<file path="config.mk">
export PLATFORM = sky130hd
export DESIGN_NAME = clock_controller
export DESIGN_NICKNAME = d
export VERILOG_FILES = /design/src/rtl/clock_controller.sv
export SDC_FILE = /design/constraint.sdc
export NUM_CORES = 1
export LEC_CHECK = 0
export CORE_AREA = 2 2 124 126
export CTS_CLUSTER_DIAMETER = 150
export DETAILED_ROUTE_END_ITERATION = 10
export DIE_AREA = 0 0 126 128
export PLACE_DENSITY = 0.6
export SLEW_MARGIN = 20
export SYNTH_ARGS = -nofsm -noshare
export SYNTH_HDL_FRONTEND = slang
export SYNTH_SLANG_ARGS = --single-unit
</file>
<file path="constraint.sdc">
create_clock -name i_SYS_CLOCK -period 3.3 [get_ports i_SYS_CLOCK]
set_input_delay 0.495 -clock i_SYS_CLOCK [delete_from_list [all_inputs] [get_ports i_SYS_CLOCK]]
set_output_delay 0.495 -clock i_SYS_CLOCK [all_outputs]
set_load 0.005 [all_outputs]
</file>
<file path="src/rtl/clock_controller.sv">
// rtl/clock_controller.sv - programmable CPU clock generator with run, step, burst and halt control
module clock_controller #(
    parameter int                   DIV_WIDTH   = 24,
    parameter logic [DIV_WIDTH-1:0] DEFAULT_DIV = {DIV_WIDTH{1'b1}},
    parameter int                   BURST_WIDTH = 16,
    parameter int                   SYNC_STAGES = 2
) (
    input  logic                   i_SYS_CLOCK,
    input  logic                   i_RESET,
    input  logic                   i_HALT,
    input  logic [1:0]             i_MODE,
    input  logic                   i_STEP,
    input  logic                   i_BURST_START,
    input  logic [BURST_WIDTH-1:0] i_BURST_COUNT,
    input  logic                   i_DIV_LOAD,
    input  logic [DIV_WIDTH-1:0]   i_DIV_VALUE,
    output logic                   o_CLOCK,
    output logic                   o_CLOCK_n,
    output logic                   o_CLOCK_RISE,
    output logic                   o_CLOCK_FALL,
    output logic [1:0]             o_STATE,
    output logic                   o_BURST_DONE
);

    // A single flop cannot filter metastability, so the chain never drops below two stages.
    localparam int SYNC_N = (SYNC_STAGES < 2) ? 2 : SYNC_STAGES;

    localparam logic [1:0]             MODE_RUN   = 2'b00;
    localparam logic [1:0]             MODE_STEP  = 2'b01;
    localparam logic [1:0]             MODE_BURST = 2'b10;
    localparam logic [BURST_WIDTH-1:0] ONE_PULSE  = 1;

    typedef enum logic [1:0] {
        ST_STOPPED = 2'd0,
        ST_RUN     = 2'd1,
        ST_PULSE   = 2'd2,
        ST_HALTED  = 2'd3
    } state_t;

    state_t                 state_q, state_d;
    logic [DIV_WIDTH-1:0]   cnt_q, cnt_d;
    logic [DIV_WIDTH-1:0]   div_active_q, div_active_d;
    logic [DIV_WIDTH-1:0]   div_shadow_q;
    logic [BURST_WIDTH-1:0] pulses_left_q, pulses_left_d;
    logic                   clk_q, clk_d;
    logic                   rise_q, rise_d;
    logic                   fall_q, fall_d;
    logic                   done_q, done_d;
    logic                   halt_pending_q, halt_pending_d;
    logic                   stop_pending_q, stop_pending_d;

    logic [SYNC_N-1:0]      step_sync_q;
    logic                   step_prev_q;
    logic                   step_edge_q;

    logic                   phase_end;
    logic                   halt_req;
    logic                   run_stop_req;
    logic [DIV_WIDTH-1:0]   div_next;

    assign phase_end    = (cnt_q == div_active_q);
    assign halt_req     = i_HALT | halt_pending_q;
    assign run_stop_req = (i_MODE != MODE_RUN) | stop_pending_q;
    // A load landing on the toggle cycle is applied to the very next phase.
    assign div_next     = i_DIV_LOAD ? i_DIV_VALUE : div_shadow_q;

    assign o_CLOCK      = clk_q;
    assign o_CLOCK_n    = ~clk_q;
    assign o_CLOCK_RISE = rise_q;
    assign o_CLOCK_FALL = fall_q;
    assign o_STATE      = state_q;
    assign o_BURST_DONE = done_q;

    // Next-state, phase engine and strobe generation; halt always outranks every other request.
    always_comb begin
        state_d        = state_q;
        cnt_d          = cnt_q;
        div_active_d   = div_active_q;
        pulses_left_d  = pulses_left_q;
        clk_d          = clk_q;
        rise_d         = 1'b0;
        fall_d         = 1'b0;
        done_d         = 1'b0;
        halt_pending_d = halt_pending_q;
        stop_pending_d = stop_pending_q;

        unique case (state_q)
            ST_STOPPED: begin
                cnt_d = '0;
                clk_d = 1'b0;
                if (i_DIV_LOAD) begin
                    div_active_d = i_DIV_VALUE;
                end
                if (halt_req) begin
                    state_d = ST_HALTED;
                end else begin
                    case (i_MODE)
                        MODE_RUN: begin
                            state_d = ST_RUN;
                        end
                        MODE_STEP: begin
                            if (step_edge_q) begin
                                state_d       = ST_PULSE;
                                pulses_left_d = ONE_PULSE;
                            end
                        end
                        MODE_BURST: begin
                            if (i_BURST_START && (i_BURST_COUNT != '0)) begin
                                state_d       = ST_PULSE;
                                pulses_left_d = i_BURST_COUNT;
                            end
                        end
                        default: begin
                        end
                    endcase
                end
            end

            ST_RUN, ST_PULSE: begin
                // A stop or halt seen during the high phase is remembered until the falling toggle.
                if (halt_req && clk_q) begin
                    halt_pending_d = 1'b1;
                end
                if ((state_q == ST_RUN) && clk_q && (i_MODE != MODE_RUN)) begin
                    stop_pending_d = 1'b1;
                end

                if (halt_req && !clk_q) begin
                    state_d       = ST_HALTED;
                    cnt_d         = '0;
                    pulses_left_d = '0;
                end else if ((state_q == ST_RUN) && !clk_q && run_stop_req) begin
                    state_d        = ST_STOPPED;
                    cnt_d          = '0;
                    stop_pending_d = 1'b0;
                end else if (phase_end) begin
                    clk_d        = ~clk_q;
                    cnt_d        = '0;
                    div_active_d = div_next;
                    rise_d       = ~clk_q;
                    fall_d       = clk_q;
                    if (clk_q) begin
                        if (halt_req) begin
                            state_d       = ST_HALTED;
                            pulses_left_d = '0;
                        end else if (state_q == ST_RUN) begin
                            if (run_stop_req) begin
                                state_d        = ST_STOPPED;
                                stop_pending_d = 1'b0;
                            end
                        end else begin
                            pulses_left_d = pulses_left_q - ONE_PULSE;
                            if (pulses_left_q == ONE_PULSE) begin
                                state_d = ST_STOPPED;
                                done_d  = 1'b1;
                            end
                        end
                    end
                end else begin
                    cnt_d = cnt_q + 1'b1;
                end
            end

            ST_HALTED: begin
                cnt_d = '0;
                clk_d = 1'b0;
                if (i_DIV_LOAD) begin
                    div_active_d = i_DIV_VALUE;
                end
            end
        endcase
    end

    // State register together with the generated clock and its registered strobes.
    always_ff @(posedge i_SYS_CLOCK) begin
        if (i_RESET) begin
            state_q        <= ST_STOPPED;
            cnt_q          <= '0;
            div_active_q   <= DEFAULT_DIV;
            pulses_left_q  <= '0;
            clk_q          <= 1'b0;
            rise_q         <= 1'b0;
            fall_q         <= 1'b0;
            done_q         <= 1'b0;
            halt_pending_q <= 1'b0;
            stop_pending_q <= 1'b0;
        end else begin
            state_q        <= state_d;
            cnt_q          <= cnt_d;
            div_active_q   <= div_active_d;
            pulses_left_q  <= pulses_left_d;
            clk_q          <= clk_d;
            rise_q         <= rise_d;
            fall_q         <= fall_d;
            done_q         <= done_d;
            halt_pending_q <= halt_pending_d;
            stop_pending_q <= stop_pending_d;
        end
    end

    // Shadow divisor captures every load; the phase engine picks it up at the next toggle.
    always_ff @(posedge i_SYS_CLOCK) begin
        if (i_RESET) begin
            div_shadow_q <= DEFAULT_DIV;
        end else if (i_DIV_LOAD) begin
            div_shadow_q <= i_DIV_VALUE;
        end
    end

    // Step button synchroniser followed by a registered rising-edge detector.
    always_ff @(posedge i_SYS_CLOCK) begin
        if (i_RESET) begin
            step_sync_q <= '0;
            step_prev_q <= 1'b0;
            step_edge_q <= 1'b0;
        end else begin
            step_sync_q <= {step_sync_q[SYNC_N-2:0], i_STEP};
            step_prev_q <= step_sync_q[SYNC_N-1];
            step_edge_q <= step_sync_q[SYNC_N-1] & ~step_prev_q;
        end
    end

endmodule

</file>
==> summary.txt <==
==================================================================================================
Initial antenna violation count .....................................................            0
Number of I/O pins ..................................................................           55
Pwr/cell area ....................................................................... 692.3 nW/um^2
Transition time at the pin with the least slew margin ...............................    0.8159 ns
Share of cells above drive strength 1 ...............................................       10.65%
Element type at the critical path end ...............................................    flip-flop
Number of detailed-routing iterations run before antenna repair .....................            4
Min setup slack post-route ..........................................................    0.6435 ns
HPWL after detailed placement .......................................................      8105 um
Pins Over Slew Limit ................................................................            0
Highest achievable clock rate .......................................................    376.4 MHz
Sequential fraction of the synthesis area ...........................................       39.38%
Layer carrying the most global-route usage ..........................................         met2
Synth top area cells ................................................................ sky130_fd_sc_hd__dfxtp_1 (39%), sky130_fd_sc_hd__mux2i_1 (9.5%), sky130_fd_sc_hd__xor2_1 (6.5%)
Post-synthesis async set-or-reset flop share ........................................           0%
Setup Viol. Count Final .............................................................            0
Post-synthesis instance area ........................................................    5084 um^2
Width of the chip ...................................................................       126 um
Max transition margin ...............................................................       45.60%
Combined buffer and inverter count along the critical path ..........................            2
Most used standard cell by instance count after synthesis ........................... sky130_fd_sc_hd__dfxtp_1
Max stage delay on crit path ........................................................      0.49 ns
Total number of vias ................................................................         4017
Antenna-violating nets left .........................................................            0
Number of port buffers ..............................................................           54
Effective utilization at floorplan ..................................................       34.20%
Count of hold buffers inserted by post-cts repair ...................................            0
Cell taking the most area after synthesis ........................................... sky130_fd_sc_hd__dfxtp_1
Start-to-end type of the worst setup path ........................................... primary input to flip-flop
Placeable core region ...............................................................   14860 um^2
Worst Path Required .................................................................      3.50 ns
Vert. Die Dim .......................................................................       128 um
Unique masters post-synth ...........................................................           55
DRC violation count after routing ...................................................            0
# fillers ...........................................................................         1479
Maximum clock skew at final layout ..................................................  0.005038 ns
Final critical-path required period .................................................     2.656 ns
Area post-placement .................................................................    5791 um^2
Final design instance area without fill .............................................    6078 um^2
Initial detailed-routing violation count ............................................          286
Yosys reg bits ......................................................................          100
Sink count of the clock tree ........................................................          100
Area of the multi-input gates .......................................................    2874 um^2
Hold slack ..........................................................................    0.3819 ns
Number of hold-slack violations in the final timing report ..........................            0
Clock transition time at the flip-flop clock pins of the worst setup and hold paths .      0.07 ns
Antenna Cells .......................................................................            0
Prevailing post-synth register cell ................................................. sky130_fd_sc_hd__dfxtp_1
Average via count per standard cell .................................................        5.091
Top cells by count, synth ........................................................... sky130_fd_sc_hd__dfxtp_1 (100), sky130_fd_sc_hd__nand2_1 (71), sky130_fd_sc_hd__mux2i_1 (48), sky130_fd_sc_hd__nor2_1 (47), sky130_fd_sc_hd__xor2_1 (38)
TritonCTS clock tree ................................................................          yes
Proportion of netlist area held by the largest area contributor .....................       39.38%
Number of cells in the design after placement .......................................          773
Cells after Synth ...................................................................          551
First-pass GRT wire length ..........................................................     18790 um
P_leak ..............................................................................     2.268 nW
Wire length after detailed routing ..................................................     11330 um
Most numerous cell on the critical path ............................................. sky130_fd_sc_hd__nor2_1
Standard cell with the maximum stage delay on the critical path ..................... sky130_fd_sc_hd__clkdlybuf4s50_1
Yosys warnings ......................................................................            0
Finished Layout Cells ...............................................................          789
Run status .......................................................................... finished, final reports clean
Number of cells upsized or downsized after cts ......................................            0
Post-synth EDFFs ....................................................................            0
Post-Route Setup TNS ................................................................         0 ns
Number of nets produced by synthesis ................................................          608
Storage cell area ...................................................................    2002 um^2
Clk buf depth .......................................................................            2
Grt total ovfl ......................................................................            0
Arrival time of the worst setup path ................................................      2.86 ns
Crit path max-delay family .......................................................... buffers and inverters
Latest clock arrival within the worst-skew pair .....................................      0.35 ns
Clock root buffer ................................................................... sky130_fd_sc_hd__clkbuf_16
Combined global-route utilization of all metal layers ...............................       14.33%
Worst setup slack after placement ...................................................    0.3354 ns
Rows ................................................................................           45
Maximum VDD drop ....................................................................    0.2657 mV
Met3 usage in global routing ........................................................       4.090%
Final nets ..........................................................................          653
Maximum number of pins on one net before global-route repair ........................           66
Number of setup buffers added after CTS .............................................            0
Global-route track usage on met1 ....................................................       17.58%
Mean post-synth cell area ...........................................................   9.226 um^2
# Max-Cap Violations ................................................................            0
RSZ-0062 raised after global routing ................................................           no
Number of levels the H-tree was split into ..........................................            3
Met2 track demand over resource in global routing ...................................       24.13%
Sort of element at the start of the critical path ................................... primary input
Die area ............................................................................   16130 um^2
Crit Path Max Fanout ................................................................           24
Wire length per cell after detailed routing .........................................     14.35 um
Global placer's final weighted congestion ...........................................       0.8581
Area growth, synth to finish ........................................................       19.57%
Vias in the first global route ......................................................         3868
Final period util ...................................................................       80.50%
Sequence of cells on the critical path .............................................. clkdlybuf4s50_1 -> nor2_1 -> a21boi_0 -> nor2_1 -> o41ai_4 -> buf_4 -> mux2i_1 -> nand2_1
Kind of path behind the tightest hold check ......................................... flip-flop to flip-flop
Total CTS buffers ...................................................................            9
==================================================================================================
area by class of cell:
| cell class | instances | area share [%] |
|---|---|---|
| multi-input cells | 404 | 47.28 |
| flip-flops and latches | 100 | 32.94 |
| repair buffers | 64 | 10.13 |
| clock buffers | 12 | 4.220 |
| well taps | 188 | 3.870 |
| inverters | 17 | 1.050 |
| clock inverters | 4 | 0.5146 |
cell families after synthesis:
group | share of synthesized area (%)
buffers and inverters | 4.085
adder cells (fa/ha/maj) | 2.215
XOR/XNOR | 9.131
AND/OR/NAND/NOR | 19.54
flip-flops | 39.38
AO/OA/AOI/OAI | 10.88
multiplexers | 14.77
power by group:
part           leakage [nW]  internal, mW  switching [mW]
sequential            0.818          1.37           0.138
combinational          1.31         0.747           0.927
clock                 0.144         0.559           0.469
path summary, 6_finish.rpt:
check	depth (start not counted)	slack, ns	from	end
worst min-delay path	1	0.38	step_prev_q$_SDFF_PP0_	step_edge_q$_SDFF_PP0_
worst max register to register	7	0.76	o_STATE[0]$_SDFFE_PP0P_	pulses_left_q[8]$_SDFFE_PP0P_
worst min register to register	1	0.38	step_prev_q$_SDFF_PP0_	step_edge_q$_SDFF_PP0_
worst max-delay path	8	0.64	i_HALT	div_active_q[3]$_SDFFE_PP1P_
worst reg2reg max path: stages, from the launching register on:
cell and delay, ns:
sky130_fd_sc_hd__dfxtp_1 0.39, sky130_fd_sc_hd__inv_1 0.08, sky130_fd_sc_hd__ha_1 0.46, sky130_fd_sc_hd__nor3b_1 0.24
sky130_fd_sc_hd__a41o_1 0.29, sky130_fd_sc_hd__a311oi_4 0.47, sky130_fd_sc_hd__nand2b_4 0.23, sky130_fd_sc_hd__o31ai_1 0.31
per-layer routing:
layer	part of all wire [%]	routed length [um]	vias up
met5	0	0	-
met4	1.4	158	0
met3	5.4	609	13
met2	47	5335	104
met1	46	5222	1871
li1	-	-	2029
stage by stage:
step,util [%],power [mW]
2_1_floorplan,-,2.834
3_3_place_gp,38.96,3.175
3_5_place_dp,38.96,3.204
4_1_cts,40.89,4.251
5_1_grt,40.89,4.495
6_report,40.89,4.208
layout by cell type, fill, tap and decap left out, drive strengths merged, types with 9 or more instances in the layout:
| master | n |
|---|---|
| buf | 10 |
| clkbuf | 12 |
| clkdlybuf4s50 | 54 |
| dfxtp | 100 |
| ha | 9 |
| inv | 18 |
| mux2 | 24 |
| mux2i | 48 |
| nand2 | 71 |
| nand3 | 9 |
| nor2 | 47 |
| nor4 | 20 |
| o21ai | 13 |
| xnor2 | 15 |
| xor2 | 38 |
flip-flops by register name, indices dropped and copies added (netlist names):
register / flops
div_active_q: 24
o_CLOCK_RISE: 1
step_sync_q: 2
pulses_left_q: 16
o_STATE: 2
step_edge_q: 1
stop_pending_q: 1
o_CLOCK: 1
halt_pending_q: 1
step_prev_q: 1
cnt_q: 24
o_BURST_DONE: 1
div_shadow_q: 24
o_CLOCK_FALL: 1
No activity file was read; power rests on OpenSTA's default activity.
